File: config.mk
export PLATFORM = sky130hd
export DESIGN_NAME = mem_stage_mc
export DESIGN_NICKNAME = d
export VERILOG_FILES = /design/src/rtl/mem_stage_mc.sv
export SDC_FILE = /design/constraint.sdc
export NUM_CORES = 1
export LEC_CHECK = 0
export BUFFER_PORTS_ARGS = -buffer_cell sky130_fd_sc_hd__buf_2
export CAP_MARGIN = 15
export CORE_MARGIN = 2
export CORE_UTILIZATION = 40
export DETAILED_ROUTE_END_ITERATION = 10
export PLACE_DENSITY_LB_ADDON = 0.05
export SKIP_LAST_GASP = 1
export SLEW_MARGIN = 30
export SYNTH_ARGS = -nofsm -noshare
export SYNTH_HDL_FRONTEND = slang
export SYNTH_SLANG_ARGS = --single-unit
File: constraint.sdc
create_clock -name clk -period 4.6 [get_ports clk]
set_input_delay 0.46 -clock clk [delete_from_list [all_inputs] [get_ports clk]]
set_output_delay 0.46 -clock clk [all_outputs]
set_load 0.05 [all_outputs]
File: src/rtl/mem_stage_mc.sv
// EX/MEM pipeline register and memory stage with variable-latency load return.
// Drives the WB bus and the ID forwarding bus from the registered instruction.
module mem_stage_mc #(
    parameter int DATA_W    = 32,
    parameter int PC_W      = 32,
    parameter int RA_W      = 5,
    parameter int STALL_W   = 6,
    parameter int STALL_IDX = 3
) (
    input  logic                clk,
    input  logic                rst,
    input  logic [STALL_W-1:0]  stall,
    input  logic                flush,
    input  logic [PC_W-1:0]     ex_pc,
    input  logic                ex_mem_en,
    input  logic [DATA_W/8-1:0] ex_mem_wen,
    input  logic [2:0]          ex_ld_type,
    input  logic                ex_rf_we,
    input  logic [RA_W-1:0]     ex_rf_waddr,
    input  logic [DATA_W-1:0]   ex_result,
    input  logic [DATA_W-1:0]   data_rdata,
    input  logic                data_rvalid,
    output logic                stallreq,
    output logic                addr_err,
    output logic [PC_W-1:0]     wb_pc,
    output logic                wb_rf_we,
    output logic [RA_W-1:0]     wb_rf_waddr,
    output logic [DATA_W-1:0]   wb_rf_wdata,
    output logic                fwd_rf_we,
    output logic [RA_W-1:0]     fwd_rf_waddr,
    output logic [DATA_W-1:0]   fwd_rf_wdata,
    output logic                fwd_pending
);
    localparam int OFF_W = $clog2(DATA_W / 8);

    localparam logic [2:0] LD_B  = 3'b001;
    localparam logic [2:0] LD_BU = 3'b010;
    localparam logic [2:0] LD_H  = 3'b011;
    localparam logic [2:0] LD_HU = 3'b100;
    localparam logic [2:0] LD_W  = 3'b101;
    localparam logic [2:0] LD_WU = 3'b110;

    typedef enum logic [1:0] {IDLE, WAIT, HAVE} state_t;

    state_t              state, state_nxt;
    logic [PC_W-1:0]     r_pc;
    logic                r_mem_en;
    logic [DATA_W/8-1:0] r_mem_wen;
    logic [2:0]          r_ld_type;
    logic                r_rf_we;
    logic [RA_W-1:0]     r_rf_waddr;
    logic [DATA_W-1:0]   r_result;
    logic [DATA_W-1:0]   rdata_buf;
    logic                buf_cap;

    logic hold_me, bubble, advance, is_load, mis;
    logic unused_stall;

    assign hold_me      = stall[STALL_IDX];
    assign bubble       = hold_me & ~stall[STALL_IDX+1];
    assign advance      = flush | bubble | ~hold_me;
    assign unused_stall = ^stall;

    always_ff @(posedge clk) begin
        if (rst | flush | bubble) begin
            r_pc       <= '0;
            r_mem_en   <= 1'b0;
            r_mem_wen  <= '0;
            r_ld_type  <= '0;
            r_rf_we    <= 1'b0;
            r_rf_waddr <= '0;
            r_result   <= '0;
        end else if (!hold_me) begin
            r_pc       <= ex_pc;
            r_mem_en   <= ex_mem_en;
            r_mem_wen  <= ex_mem_wen;
            r_ld_type  <= ex_ld_type;
            r_rf_we    <= ex_rf_we;
            r_rf_waddr <= ex_rf_waddr;
            r_result   <= ex_result;
        end
    end

    assign is_load = r_mem_en & ~|r_mem_wen;

    // Sub-word extraction from the current read data or the buffered copy
    logic [DATA_W-1:0] raw, ld_val, ext_w, ext_wu;
    logic [OFF_W-1:0]  off;
    logic [7:0]        sel_b;
    logic [15:0]       sel_h;

    assign raw   = data_rvalid ? data_rdata : rdata_buf;
    assign off   = r_result[OFF_W-1:0];
    assign sel_b = 8'(raw >> {off, 3'd0});
    assign sel_h = 16'(raw >> {off[OFF_W-1:1], 4'd0});

    if (DATA_W == 64) begin : g_w64
        logic [31:0] sel_w;
        assign sel_w  = 32'(raw >> {off[OFF_W-1], 5'd0});
        assign ext_w  = {{(DATA_W-32){sel_w[31]}}, sel_w};
        assign ext_wu = {{(DATA_W-32){1'b0}}, sel_w};
    end else begin : g_w32
        assign ext_w  = raw;
        assign ext_wu = raw;
    end

    always_comb begin
        ld_val = raw;
        mis    = 1'b0;
        unique case (r_ld_type)
            LD_B:  ld_val = {{(DATA_W-8){sel_b[7]}}, sel_b};
            LD_BU: ld_val = {{(DATA_W-8){1'b0}}, sel_b};
            LD_H: begin
                ld_val = {{(DATA_W-16){sel_h[15]}}, sel_h};
                mis    = off[0];
            end
            LD_HU: begin
                ld_val = {{(DATA_W-16){1'b0}}, sel_h};
                mis    = off[0];
            end
            LD_W: begin
                ld_val = ext_w;
                mis    = |off[1:0];
            end
            LD_WU: begin
                ld_val = ext_wu;
                mis    = |off[1:0];
            end
            default: begin
                ld_val = raw;
                mis    = |off;
            end
        endcase
    end

    assign addr_err = is_load & mis;

    always_ff @(posedge clk) begin
        if (rst) state <= IDLE;
        else     state <= state_nxt;
    end

    // A register change abandons any outstanding load
    always_comb begin
        state_nxt = state;
        if (advance) begin
            state_nxt = IDLE;
        end else begin
            unique case (state)
                IDLE: if (is_load & ~addr_err)
                          state_nxt = data_rvalid ? HAVE : WAIT;
                WAIT: if (data_rvalid) state_nxt = HAVE;
                default: state_nxt = state;
            endcase
        end
    end

    always_comb begin
        stallreq    = is_load & ~addr_err & (state != HAVE) & ~data_rvalid;
        fwd_pending = is_load & fwd_rf_we & (state != HAVE) & ~data_rvalid;
        buf_cap     = ~advance & data_rvalid &
                      ((state == WAIT) |
                       ((state == IDLE) & is_load & ~addr_err));
    end

    always_ff @(posedge clk) begin
        if (rst)          rdata_buf <= '0;
        else if (buf_cap) rdata_buf <= data_rdata;
    end

    assign wb_pc        = r_pc;
    assign wb_rf_we     = r_rf_we & ~addr_err;
    assign wb_rf_waddr  = r_rf_waddr;
    assign wb_rf_wdata  = is_load ? ld_val : r_result;
    assign fwd_rf_we    = wb_rf_we;
    assign fwd_rf_waddr = wb_rf_waddr;
    assign fwd_rf_wdata = wb_rf_wdata;
endmodule
==> results.yml <==
placement:
  io_buffers: 226
  placed_cells: 1033
  place.gp.congestion: 0.858
  place.detailed.hpwl_microns: 13600
cells_and_area:
  n_antenna_cell: 0
  mostFrequentLayoutCells: "buf_2, mux2i_1, dfxtp_1"
  nets: 948
  final_cells: 1047
  finish.utilization_pct: 48.1
  final_common_cell: "buf_2"
  area_growth_pct: 18.8
  drive_above_1_share_pct: 36.1
cts:
  postCtsHoldBufs: 0
  clkTransAtPathRegs_ps: 70
  cts_sinks: 112
  clk_latency_ps: 360
  cts_tree: "built"
  cts_resized: 0
  cts_max_level: 3
  cts_setup_buffers: 0
  ctsLongestPathBuffers: 2
  cts_root_buffer: "clkbuf_16"
  cts_buffers: 9
power_and_ir_drop:
  leakage_nw: 3.44
  peakVddDrop_v: 0.000192
  powerDensity_mw_per_mm2: 291
  power.total_mw: 2.19
worst_setup_path:
  crit_start: "r_result[0]"
  r2r_slack_ps: 2350
  crit_slowest_cell: "dfxtp_1"
  cp_cell_sequence: "inv_1, nor3_1, a32oi_1, a31oi_1, buf_2"
  worstSetupPathType: "reg -> out"
  cp.arrival_ps: 2810
  regToRegStartpoint: "r_result[0]"
  worst_setup_path_start_kind: "flip-flop"
  max_stage_delay_ps: 800
  cp_max_fo: 15
  worstSetupEndpointType: "output port"
  cp.required_ps: 4140
synthesis:
  ys_seq_area_share_pct: 35.4
  synth_area_sq_mm: 0.00634
  synthFlopType: "dfxtp_1"
  postSynth.asyncResetShare_pct: 0
  synth_cells: 671
  ys_types: 58
  syn_avg_cell_area_sq_um: 9.44
  ys_warn_count: 0
  synth_edf_count: 0
  syn_nets: 791
  synth_seq_cells: 112
min_path:
  worstHoldStart: "ex_result[0]"
  hold_class: "in -> reg"
floorplanning:
  initial_utilization_pct: 40.5
  fp.coreArea_sq_mm: 0.0157
  ios: 231
  die_x_microns: 130
  die-height_microns: 130
  rows: 46
  die_area_sq_mm: 0.0169
route:
  wl_per_cell_microns: 17.5
  viasPerCell: 5.13
  drt_pass1_iterations: 8
  dr.first_iter.drc_count: 273
  vias: 5373
  ant_nets: 0
  drc: 0
  wl_microns: 18300
global_routing:
  antenna_found_initial: 1
  grt_max_degree: 81
  grt_pass1_wl_microns: 27500
  track_usage_pct: 21.2
  grt_pass1_vias: 5143
  overflow: 0
sta:
  fin_crit_ps: 3270
  slew_viol_final: 0
  whs_ps: 326
  max_freq_mhz: 306
  slew_headroom_pct: 43.3
  tightest_slew_ps: 851
  setup-tns-final_ps: 0
  finalHoldViolations: 0
  grt_setup_unrepaired: "no"
  fin_crit_sh_pct: 71.1
  finClkSkew_ps: 8.98
  setup_viol: 0
run:
  maxCapViolations: 0
run_status:
  status: "completed"
## area by class of cell
| type | count | area (sq um) |
|---|---|---|
| Multi-Input combinational cell | 459 | 3510 |
| Fill cell | 1584 | 8130 |
| Clock inverter | 5 | 41.3 |
| Tap cell | 216 | 270 |
| Clock buffer | 9 | 225 |
| Sequential cell | 112 | 2240 |
| Timing Repair Buffer | 234 | 1190 |
| Inverter | 12 | 45.0 |
## logic make-up after synthesis
family / share of synthesized area [%]
and+or+nand+nor: 17.1
muxes: 27.3
xor gates and xnor gates: 0.138
buffers and inverters: 9.54
AOI/OAI and AO/OA: 10.5
DFF: 35.4
## worst max-delay path: cells and delay by family, from the launching register on
| family | cells | cell delay (ps) |
|---|---|---|
| simple gates | 1 | 510 |
| buf+inv | 2 | 610 |
| flops | 1 | 800 |
| compound gates | 2 | 530 |
## sequential cells by signal, summed over array words and instances (netlist names)
signal / cells
r_rf_we: 1
state: 2
rdata_buf: 32
r_result: 32
wb_pc: 32
r_mem_en: 1
r_mem_wen: 4
r_ld_type: 3
fwd_rf_waddr: 5
## per-stage QoR
stage,instance area [sq um],setup WS [ps]
final,7530,1330
after global routing,7530,1130
after CTS,7530,1190
after detailed placement,7260,1420
after global placement,7260,1450
after floorplan,6340,1380
## path summary, 6_finish.rpt
kind / cells after the start / to
max: 5 / wb_rf_wdata[4]
min: 3 / r_result[0]
max reg2reg: 5 / rdata_buf[12]
min reg2reg: 2 / rdata_buf[11]
## synthesized netlist by cell type, drive strengths merged, types with 2 or more instances
master	instances	share of area, %
a2111oi	4	0.75
a211o	3	0.41
a21oi	15	1.2
a221oi	4	0.55
a31oi	19	1.9
and2	7	0.73
buf	67	7.6
clkbuf	21	1.2
dfxtp	112	35
inv	12	0.71
mux2	21	3.7
mux2i	123	20
mux4	11	4.0
nand2	10	0.63
nand2b	65	6.4
nand3	7	0.55
nand3b	2	0.24
nand4	2	0.20
nor2	107	6.3
nor2b	2	0.20
nor3	5	0.39
nor4b	3	0.75
o211ai	2	0.24
o21a	7	0.83
o21ai	10	1.0
o21ba	3	0.47
o221a	3	0.53
o221ai	2	0.28
o22a	3	0.41
o22ai	2	0.20
o2bb2ai	2	0.28
or3	2	0.20
## power by group
group | internal, mW | total (mW) | leakage [nW] | switching, mW
Combinational | 0.153 | 0.446 | 2.41 | 0.292
Sequential | 0.988 | 1.00 | 0.907 | 0.0155
Clock | 0.367 | 0.739 | 0.124 | 0.373
Total | 1.51 | 2.19 | 3.44 | 0.681
## metal layers
metal  GRT usage, %  vias to the layer above  wire length (microns)  part of all wire [%]
met5              0                        -                     11                 0.060
met4           9.17                        2                    554                   3.0
met3           5.66                       28                   1270                   6.9
met2           34.1                      200                   8720                    48
met1           27.0                     2532                   7720                    42
li1               -                     2611                      -                     -
Power figures use the tool's default switching activity.
